==> src/rtl/huffman_decoder_if.sv <==
// Bus bundle for huffman_decoder: table-write port, stream control,
// bit input handshake, symbol output handshake and status.
// Optional HUFF_DEC_LAST_EN adds sym_last_o.
interface huffman_decoder_if #(
  parameter int unsigned BIT_WIDTH = 8,
  parameter int unsigned MAX_LEN   = 16,
  parameter int unsigned NUM_CODES = 16,
  parameter int unsigned CNT_W     = 11
);
  localparam int unsigned AddrW = $clog2(NUM_CODES);
  localparam int unsigned LenW  = $clog2(MAX_LEN + 1);

  logic                 tbl_we_i;
  logic [AddrW-1:0]     tbl_addr_i;
  logic [BIT_WIDTH-1:0] tbl_sym_i;
  logic [LenW-1:0]      tbl_len_i;
  logic [MAX_LEN-1:0]   tbl_code_i;
  logic [CNT_W-1:0]     total_bit_i;
  logic                 start_i;
  logic                 bit_valid_i;
  logic                 bit_i;
  logic                 bit_ready_o;
  logic                 sym_valid_o;
  logic [BIT_WIDTH-1:0] sym_o;
  logic                 sym_ready_i;
  logic                 done_o;
  logic                 err_o;
  logic [CNT_W-1:0]     sym_count_o;
`ifdef HUFF_DEC_LAST_EN
  logic                 sym_last_o;
`endif

  modport master (
    output tbl_we_i, tbl_addr_i, tbl_sym_i, tbl_len_i, tbl_code_i,
    output total_bit_i, start_i, bit_valid_i, bit_i, sym_ready_i,
    input  bit_ready_o, sym_valid_o, sym_o, done_o, err_o, sym_count_o
`ifdef HUFF_DEC_LAST_EN
    , input sym_last_o
`endif
  );

  modport slave (
    input  tbl_we_i, tbl_addr_i, tbl_sym_i, tbl_len_i, tbl_code_i,
    input  total_bit_i, start_i, bit_valid_i, bit_i, sym_ready_i,
    output bit_ready_o, sym_valid_o, sym_o, done_o, err_o, sym_count_o
`ifdef HUFF_DEC_LAST_EN
    , output sym_last_o
`endif
  );
endinterface

==> src/rtl/huffman_decoder.sv <==
// Streaming Huffman decoder. Consumes an MSB-first bitstream one bit per cycle,
// matches the growing code against a flop-based code table and emits each
// decoded symbol on a valid/ready output.
// Optional feature macro HUFF_DEC_LAST_EN: adds sym_last_o on the bus.
module huffman_decoder #(
  parameter int unsigned BIT_WIDTH = 8,
  parameter int unsigned MAX_LEN   = 16,
  parameter int unsigned NUM_CODES = 16,
  parameter int unsigned CNT_W     = 11
) (
  input  logic              clk_i,
  input  logic              rst_i,
  huffman_decoder_if.slave  bus
);
  localparam int unsigned LenW = $clog2(MAX_LEN + 1);

  typedef enum logic [2:0] {StIdle, StRun, StEmit, StDone, StErr} state_e;

  state_e               state_q, state_d;
  logic [MAX_LEN-1:0]   acc_q, acc_d;
  logic [LenW-1:0]      len_q, len_d;
  logic [CNT_W-1:0]     consumed_q, consumed_d;
  logic [CNT_W-1:0]     total_q, total_d;
  logic [CNT_W-1:0]     count_q, count_d;
  logic [BIT_WIDTH-1:0] sym_q, sym_d;

  logic [BIT_WIDTH-1:0] tbl_sym_q  [NUM_CODES];
  logic [LenW-1:0]      tbl_len_q  [NUM_CODES];
  logic [MAX_LEN-1:0]   tbl_code_q [NUM_CODES];

  logic                 tbl_wr_en;
  logic [MAX_LEN-1:0]   acc_shift;
  logic [LenW-1:0]      len_inc;
  logic                 hit;
  logic [BIT_WIDTH-1:0] hit_sym;
  logic [MAX_LEN-1:0]   mask;

  // Table may only change while no stream is being decoded.
  assign tbl_wr_en = bus.tbl_we_i &&
                     (state_q == StIdle || state_q == StDone || state_q == StErr);

  assign acc_shift = {acc_q[MAX_LEN-2:0], bus.bit_i};
  assign len_inc   = len_q + 1'b1;

  // Code table storage; reset invalidates every entry.
  always_ff @(posedge clk_i or posedge rst_i) begin
    if (rst_i) begin
      for (int i = 0; i < NUM_CODES; i++) begin
        tbl_sym_q[i]  <= '0;
        tbl_len_q[i]  <= '0;
        tbl_code_q[i] <= '0;
      end
    end else if (tbl_wr_en) begin
      tbl_sym_q[bus.tbl_addr_i]  <= bus.tbl_sym_i;
      tbl_len_q[bus.tbl_addr_i]  <= bus.tbl_len_i;
      tbl_code_q[bus.tbl_addr_i] <= bus.tbl_code_i;
    end
  end

  // Match the shifted accumulator against all entries; scanning downward
  // lets the lowest matching index win.
  always_comb begin
    hit     = 1'b0;
    hit_sym = '0;
    mask    = '0;
    for (int i = NUM_CODES - 1; i >= 0; i--) begin
      mask = ~({MAX_LEN{1'b1}} << tbl_len_q[i]);
      if (tbl_len_q[i] == len_inc && ((acc_shift ^ tbl_code_q[i]) & mask) == '0) begin
        hit     = 1'b1;
        hit_sym = tbl_sym_q[i];
      end
    end
  end

  // State and datapath registers.
  always_ff @(posedge clk_i or posedge rst_i) begin
    if (rst_i) begin
      state_q    <= StIdle;
      acc_q      <= '0;
      len_q      <= '0;
      consumed_q <= '0;
      total_q    <= '0;
      count_q    <= '0;
      sym_q      <= '0;
    end else begin
      state_q    <= state_d;
      acc_q      <= acc_d;
      len_q      <= len_d;
      consumed_q <= consumed_d;
      total_q    <= total_d;
      count_q    <= count_d;
      sym_q      <= sym_d;
    end
  end

  // Next-state and datapath update.
  always_comb begin
    state_d    = state_q;
    acc_d      = acc_q;
    len_d      = len_q;
    consumed_d = consumed_q;
    total_d    = total_q;
    count_d    = count_q;
    sym_d      = sym_q;
    unique case (state_q)
      StIdle, StDone, StErr: begin
        if (bus.start_i) begin
          acc_d      = '0;
          len_d      = '0;
          consumed_d = '0;
          count_d    = '0;
          total_d    = bus.total_bit_i;
          state_d    = (bus.total_bit_i == '0) ? StDone : StRun;
        end
      end
      StRun: begin
        if (bus.bit_valid_i) begin
          acc_d      = acc_shift;
          len_d      = len_inc;
          consumed_d = consumed_q + 1'b1;
          if (hit) begin
            sym_d   = hit_sym;
            state_d = StEmit;
          end else if (len_inc == LenW'(MAX_LEN) || consumed_d == total_q) begin
            // Overlong or truncated code.
            state_d = StErr;
          end
        end
      end
      StEmit: begin
        if (bus.sym_ready_i) begin
          count_d = count_q + 1'b1;
          acc_d   = '0;
          len_d   = '0;
          state_d = (consumed_q == total_q) ? StDone : StRun;
        end
      end
      default: state_d = StIdle;
    endcase
  end

  // Status outputs decode straight from state so reset clears them at once.
  assign bus.bit_ready_o = (state_q == StRun);
  assign bus.sym_valid_o = (state_q == StEmit);
  assign bus.done_o      = (state_q == StDone);
  assign bus.err_o       = (state_q == StErr);
  assign bus.sym_o       = sym_q;
  assign bus.sym_count_o = count_q;
`ifdef HUFF_DEC_LAST_EN
  assign bus.sym_last_o  = (state_q == StEmit) && (consumed_q == total_q);
`endif

endmodule
==> src/flat_wrapper.sv <==
// flat-port wrapper written by rule: the top's interface ports become plain ports
module huffman_decoder_flat 
#(
  parameter int unsigned BIT_WIDTH = 8,
  parameter int unsigned MAX_LEN   = 16,
  parameter int unsigned NUM_CODES = 16,
  parameter int unsigned CNT_W     = 11
)
  (clk_i, rst_i, bus_tbl_we_i, bus_tbl_addr_i, bus_tbl_sym_i, bus_tbl_len_i, bus_tbl_code_i, bus_total_bit_i, bus_start_i, bus_bit_valid_i, bus_bit_i, bus_sym_ready_i, bus_bit_ready_o, bus_sym_valid_o, bus_sym_o, bus_done_o, bus_err_o, bus_sym_count_o);
  huffman_decoder_if #(.BIT_WIDTH(BIT_WIDTH), .MAX_LEN(MAX_LEN), .NUM_CODES(NUM_CODES), .CNT_W(CNT_W)) bus_i ();
  input  logic clk_i;
  input  logic rst_i;
  input wire logic [$bits(bus_i.tbl_we_i)-1:0] bus_tbl_we_i;
  input wire logic [$bits(bus_i.tbl_addr_i)-1:0] bus_tbl_addr_i;
  input wire logic [$bits(bus_i.tbl_sym_i)-1:0] bus_tbl_sym_i;
  input wire logic [$bits(bus_i.tbl_len_i)-1:0] bus_tbl_len_i;
  input wire logic [$bits(bus_i.tbl_code_i)-1:0] bus_tbl_code_i;
  input wire logic [$bits(bus_i.total_bit_i)-1:0] bus_total_bit_i;
  input wire logic [$bits(bus_i.start_i)-1:0] bus_start_i;
  input wire logic [$bits(bus_i.bit_valid_i)-1:0] bus_bit_valid_i;
  input wire logic [$bits(bus_i.bit_i)-1:0] bus_bit_i;
  input wire logic [$bits(bus_i.sym_ready_i)-1:0] bus_sym_ready_i;
  output wire logic [$bits(bus_i.bit_ready_o)-1:0] bus_bit_ready_o;
  output wire logic [$bits(bus_i.sym_valid_o)-1:0] bus_sym_valid_o;
  output wire logic [$bits(bus_i.sym_o)-1:0] bus_sym_o;
  output wire logic [$bits(bus_i.done_o)-1:0] bus_done_o;
  output wire logic [$bits(bus_i.err_o)-1:0] bus_err_o;
  output wire logic [$bits(bus_i.sym_count_o)-1:0] bus_sym_count_o;
  assign bus_i.tbl_we_i = bus_tbl_we_i;
  assign bus_i.tbl_addr_i = bus_tbl_addr_i;
  assign bus_i.tbl_sym_i = bus_tbl_sym_i;
  assign bus_i.tbl_len_i = bus_tbl_len_i;
  assign bus_i.tbl_code_i = bus_tbl_code_i;
  assign bus_i.total_bit_i = bus_total_bit_i;
  assign bus_i.start_i = bus_start_i;
  assign bus_i.bit_valid_i = bus_bit_valid_i;
  assign bus_i.bit_i = bus_bit_i;
  assign bus_i.sym_ready_i = bus_sym_ready_i;
  assign bus_bit_ready_o = bus_i.bit_ready_o;
  assign bus_sym_valid_o = bus_i.sym_valid_o;
  assign bus_sym_o = bus_i.sym_o;
  assign bus_done_o = bus_i.done_o;
  assign bus_err_o = bus_i.err_o;
  assign bus_sym_count_o = bus_i.sym_count_o;
  huffman_decoder #(.BIT_WIDTH(BIT_WIDTH), .MAX_LEN(MAX_LEN), .NUM_CODES(NUM_CODES), .CNT_W(CNT_W)) u_core (.clk_i(clk_i), .rst_i(rst_i), .bus(bus_i));
endmodule
==> config.mk <==
export PLATFORM = sky130hd
export DESIGN_NAME = huffman_decoder_flat
export DESIGN_NICKNAME = d
export VERILOG_FILES = /design/src/rtl/huffman_decoder_if.sv /design/src/rtl/huffman_decoder.sv /design/src/flat_wrapper.sv
export SDC_FILE = /design/constraint.sdc
export NUM_CORES = 1
export LEC_CHECK = 0
export BUFFER_PORTS_ARGS = -buffer_cell sky130_fd_sc_hd__buf_2
export CAP_MARGIN = 20
export CORE_MARGIN = 2
export CORE_UTILIZATION = 62
export DETAILED_ROUTE_END_ITERATION = 8
export MAX_ROUTING_LAYER = met4
export PLACE_DENSITY = 0.87
export SLEW_MARGIN = 20
export SYNTH_ARGS = -nofsm -noshare
export SYNTH_HDL_FRONTEND = slang
export SYNTH_SLANG_ARGS = --single-unit
==> constraint.sdc <==
create_clock -name clk_i -period 26.7 [get_ports clk_i]
set_input_delay 8.01 -clock clk_i [delete_from_list [all_inputs] [get_ports clk_i]]
set_output_delay 8.01 -clock clk_i [all_outputs]
set_load 0.1 [all_outputs]
Word-level counts from Yosys, hierarchy flattened

Cells that the tools add are included.

Output and inout bits: 23
Input port bits: 51
Word-level logic and storage cells: 263
Bits in registers: 528

Shift-type cells: 16
Order comparisons: 2
Muxes and demuxes: 62
Eq/ne operators: 27
Reduce and logical (&&, ||, !) cells: 49
Bitwise operators: 49
Add/subtract/negate cells: 3

Operators by type and width:

| cell                  | count |
|---|---|
| $and 16x16->16        | 16 |
| $bwmux 256            | 1 |
| $logic_not 16->1      | 16 |
| $not 16->16           | 16 |
| $shl 16x5->16 const A | 16 |
| $xor 16x16->16        | 16 |
| $mux 8                | 17 |
| $bwmux 128            | 1 |
| $bwmux 80             | 1 |
| $eq 5x5->1            | 16 |
| $demux 16 s4          | 1 |
| $mux 15               | 3 |
| $pmux 15 s3           | 1 |
| $pmux 11 s2           | 2 |
| $mux 11               | 3 |
| $demux 8 s4           | 1 |
| $add 11x1->11 const B | 2 |
| $eq 11x11->1          | 2 |
| $demux 5 s4           | 1 |
| $mux 5                | 4 |
| $logic_and 1x1->1     | 18 |
| $mux 1                | 16 |
| $mux 16               | 1 |
| $mux 3                | 5 |
| 22 further kinds      | 32 |

Depth between registers and ports, before layout

Word-level depth: 24
Gate-level depth with buffers: 15
Mapped depth without buffers: 11

Worst setup path after synthesis

No wires, ideal clock.

Path kind: input to register
Start: input bus_bit_i
End: register u_core.sym_q[4], in the netlist u_core.bus.sym_o[4]
Path buffers: 3
Library setup time: 127 ps
Setup slack: 16,135 ps
Data required time: 26,573 ps
Data arrival time: 10,438 ps
Stages: 12
Cells stage by stage: buf_2 buf_2 xnor2_1 nor4b_1 o2111ai_1 nor3b_1 clkbuf_1 nor2_1 a211o_1 a31o_2 a21oi_1 o22ai_1

Longest elaborated chain between the ends: 21
Elaborated cells on any way between the ends: 97
Classes of those cells: 32 x mux; 32 x bitwise; 33 x reduce/logical

Ends and longest elaborated chain:

| item                       | RTL line              | source |
|---|---|---|
| from (decl)                | flat_wrapper.sv:21    | `input wire logic [$bits(bus_i.bit_i)-1:0] bus_bit_i;` |
| $xor 16x16->16             | huffman_decoder.sv:68 | `if (tbl_len_q[i] == len_inc && ((acc_shift ^ tbl_code_q[i]) & mask) == '0) begin` |
| $and 16x16->16             | huffman_decoder.sv:68 |  |
| $logic_not 16->1           | huffman_decoder.sv:68 |  |
| $logic_and 1x1->1          | huffman_decoder.sv:68 |  |
| $mux 1 (16 in series)      | huffman_decoder.sv:68 |  |
| $reduce_and 3->1 (no line) | n/a                   |  |
| to (signal assigned)       | huffman_decoder.sv:92 | `sym_q <= sym_d;` |
| to (decl)                  | huffman_decoder.sv:25 | `logic [BIT_WIDTH-1:0] sym_q, sym_d;` |

Parallel ways exist; a longest one is shown, timed or not.
A chain may end at the register's enable or synchronous reset.

Worst setup path in the final report

Start: input bus_bit_i
End: register u_core.sym_q[0], in the netlist u_core.bus.sym_o[0]

Same word-level chain as after synthesis.

==> reports/results.txt <==
The run finished with clean final reports. The post-route antenna net violation count was 0. The logs give 0.979 for the weighted congestion reported at the end of routability-driven placement and 62.7% for the starting density of the core.

During synthesis, Yosys emitted a total of 0 warnings. The switching power share of the total is 39.8%, and the worst slew margin relative to its limit is 18.2%. The first global-routing pass estimated 137,000 µm of wire.

The later pin in the worst-skew pair is clocked with a latency of 0.65 ns. For this design, the CTS-stage hold fixing added 0 buffers. The die outline height was 221 µm; the number of flops mapped to enable cells by yosys was 0.

Clock-pin slew was measured on the worst setup and hold paths at 0.06 ns. The H-tree was split into 2 levels. The top fanout value on the critical path came out at 23.

Class of the worst hold path: flop to flop. The overall die width is 221 µm. During I/O placement, the number of pins put on the boundary was 74. Across the run, the number of max-cap violations was 0.

Among all flip-flop cells after synthesis, the most frequent one is dfrtp_1. Once routing completed, OpenROAD measured the worst setup slack at 15.51 ns. The data arrival time at the worst-slack endpoint was 11.69 ns. The top cell types in the final layout, fill and taps aside, are 526 x dfrtp_1, 455 x mux2_2, 202 x xnor2_1, 142 x o21ai_0, 128 x xor2_1.

The max-slew violation count came out at 0. The synthesized design contains 528 register bits. In this run the standard cell core region covers 46,600 µm².

The worst path required time was 27.21 ns; the post-route minimum period was 11.19 ns. The number of cells upsized or downsized after cts is 0, and the fraction of layout cells with a size suffix above 1 is 26.9%. Once placement completed, the tool counted placed cells totaling 3,211. The final total power is 3740 µW. Per report_power, the sequential group accounts for 38.0% of the total.

For the via count of the first global-routing pass, the log shows 22,500. Global routing used 38.0% of the available tracks. The run gives 29,200 µm² as the summed instance area of the synthesized netlist. After synthesis, flip-flops and latches occupy 45.2% of the total area.

The routed length per instance works out to 27.4 µm. The first detailed-routing pass took 9 iterations. The synthesis-to-layout area growth came out at 8.75%. Synthesis produced a netlist with a net count of 2,772.

For this run, design rule violations remaining after detail routing come to 0. The number of setup buffers added after CTS is 0, and the post-detailed-placement half-perimeter wirelength is 56,200 µm. The port buffer count works out to 73.

Setup repair after global routing left no endpoint under its margin. The worst setup slack after placement is 15.02 ns, and the post-placement cell area is 29,800 µm². Number of antenna violations at the first check in global routing: 7. The final layout contains routed wiring with a total length of 90,900 µm. The library cell used most frequently in the layout, excluding fill and tap cells, is dfrtp_1. For the number of DRC markers in iteration 0, the log shows 3,139. After global routing the overflow that remains totals 0. The final design instance area without fill is 31,800 µm², and the synthesized netlist cell count is 2,717. The tools report the number of rows created at floorplan as 79. TritonCTS created 55 clock buffers. The share of async-settable or async-resettable flops after synthesis was 100%; the internal cell power was 2250 µW. Entering global routing, the biggest net connects 137 pins.

The power density over cell area was 118 nW/µm². For this design the static power due to leakage is 0.0139 µW. The final critical path takes up 41.9% of the cycle. The area of the die is 48,900 µm². The tools report the filler-free cell count of the finished design as 3,320. The tools report the highest achievable clock rate as 89.4 MHz. Across the VDD grid, the largest voltage drop is 88.7 µV.

Category of the worst setup path launch point: an input port. The number of different library cells in the post-synthesis netlist is 90. STA classifies the critical path endpoint as a flop. The tree built by TritonCTS fans out to 528 sinks.

Clock skew on the completed layout was measured at 0.0328 ns. After the last flow step, the layout net total stands at 2,716. The measured slew at the worst slew-check pin is 1.22 ns, and the setup TNS is 0 ns. Final setup violation count: 0. The worst setup path is of the input port to flop kind. Summing over every cut layer, the via total after detailed routing is 23,000.

The part of the total power dissipated in the clock network was 22.4%. Using the TritonRoute via totals, the vias-per-cell ratio works out to 6.94. The tools report the switching power of the nets as 1490 µW. The post-synthesis average cell area came out at 10.8 µm². TritonCTS built the clock tree. The logs give 0 for the final number of hold-violating endpoints and 3 for the maximum number of buffers from clock root to sink. Of the total power, combinational logic draws 39.6%. The root buffer cell chosen for the clock tree is clkbuf_16.
## logic make-up after synthesis
family	after synthesis	synth area share, %
AO/OA/AOI/OAI	538	12.0
buffers and inverters	276	3.91
multiplexers	466	17.9
XOR/XNOR	343	10.9
flip-flops	528	45.2
AND/OR/NAND/NOR	561	9.84
adder cells (fa/ha/maj)	5	0.206
## layout make-up
type                       instances  area [µm²]
fill                            3341       14800
tap                              607         759
clock inverter                    25         382
timing repair buffer             122         733
multi-input combinational       1913       14900
sequential                       528       13200
clock buffer                      77        1580
antenna                            7        17.5
inverter                          41         161
## routing by layer
metal | vias to the layer above | GRT usage [%] | wire, µm
met2 | 1593 | 55.3 | 40200
met3 | 423 | 8.66 | 10600
met4 | 0 | 20.1 | 5330
met1 | 11400 | 49.7 | 34800
li1 | 9639 | - | -
met5 | - | - | 0
## power by group through the flow
stage / clock network [µW] / registers [µW] / logic [µW]
after floorplan: 0 / 1280 / 1180
after global placement: 0 / 1390 / 1380
after detailed placement: 0 / 1410 / 1430
after CTS: 838 / 1400 / 1450
after global routing: 873 / 1450 / 1590
final: 836 / 1420 / 1480
## cell usage after synthesis (all sizes together), types with 11 or more instances
master | instances | share of area [%]
a2111oi | 17 | 0.54
a211oi | 28 | 0.72
a21oi | 116 | 2.0
a22o | 18 | 0.54
a31oi | 27 | 0.58
and2 | 11 | 0.24
and3 | 17 | 0.36
buf | 84 | 1.4
clkbuf | 151 | 1.9
dfrtp | 528 | 45
inv | 40 | 0.51
mux2 | 455 | 18
mux2i | 11 | 0.38
nand2 | 118 | 1.5
nand2b | 14 | 0.30
nand3 | 37 | 0.65
nand4 | 18 | 0.41
nor2 | 135 | 1.7
nor3 | 68 | 1.2
nor4 | 44 | 1.0
o211ai | 27 | 0.69
o21a | 13 | 0.33
o21ai | 145 | 2.5
o22ai | 32 | 0.69
or2 | 15 | 0.32
or3 | 34 | 0.73
or4 | 12 | 0.31
xnor2 | 207 | 6.4
xor2 | 129 | 3.9
## critical path, cell delays in order
cell	delay (ns)
buf_2	0.65
xnor2_1	0.19
o21ai_0	0.12
nor2b_1	0.14
a2111oi_0	0.47
nand4_2	0.73
nand3b_1	0.36
nor4_2	0.08
a41oi_2	0.58
mux2i_1	0.25
o21ai_1	0.08
## final timing paths
check | cells after the start | slack (ns) | start | end
min reg2reg | 1 | 0.50 | u_core.tbl_sym_q[106]$_DFFE_PP0P_ | u_core.tbl_sym_q[106]$_DFFE_PP0P_
min | 1 | 0.50 | u_core.tbl_sym_q[106]$_DFFE_PP0P_ | u_core.tbl_sym_q[106]$_DFFE_PP0P_
max reg2reg | 13 | 21.22 | u_core.len_q[0]$_DFFE_PP0P_ | u_core.bus.sym_o[6]$_DFFE_PP0P_
max in group asynchronous | 5 | 15.89 | rst_i | u_core.tbl_sym_q[12]$_DFFE_PP0P_
max | 11 | 15.51 | bus_bit_i | u_core.bus.sym_o[0]$_DFFE_PP0P_
min in group asynchronous | 2 | 7.61 | rst_i | u_core.tbl_code_q[202]$_DFFE_PP0P_
## state kept, by name (all words and copies together) (netlist names)
name                    flops
u_core.bus.sym_o            8
u_core.tbl_len_q           80
u_core.tbl_sym_q          128
u_core.consumed_q          11
u_core.tbl_code_q         256
u_core.bus.sym_count_o     11
u_core.acc_q               15
u_core.total_q             11
u_core.len_q                5
u_core.state_q              3
## metrics by stage
step	util [%]	hold slack, ns
after floorplan	-	0.471
after global placement	64.0	0.482
after detailed placement	64.0	0.487
after CTS	68.2	0.501
after global routing	68.2	0.517
final	68.2	0.501
(Power assumes the default switching activity.)
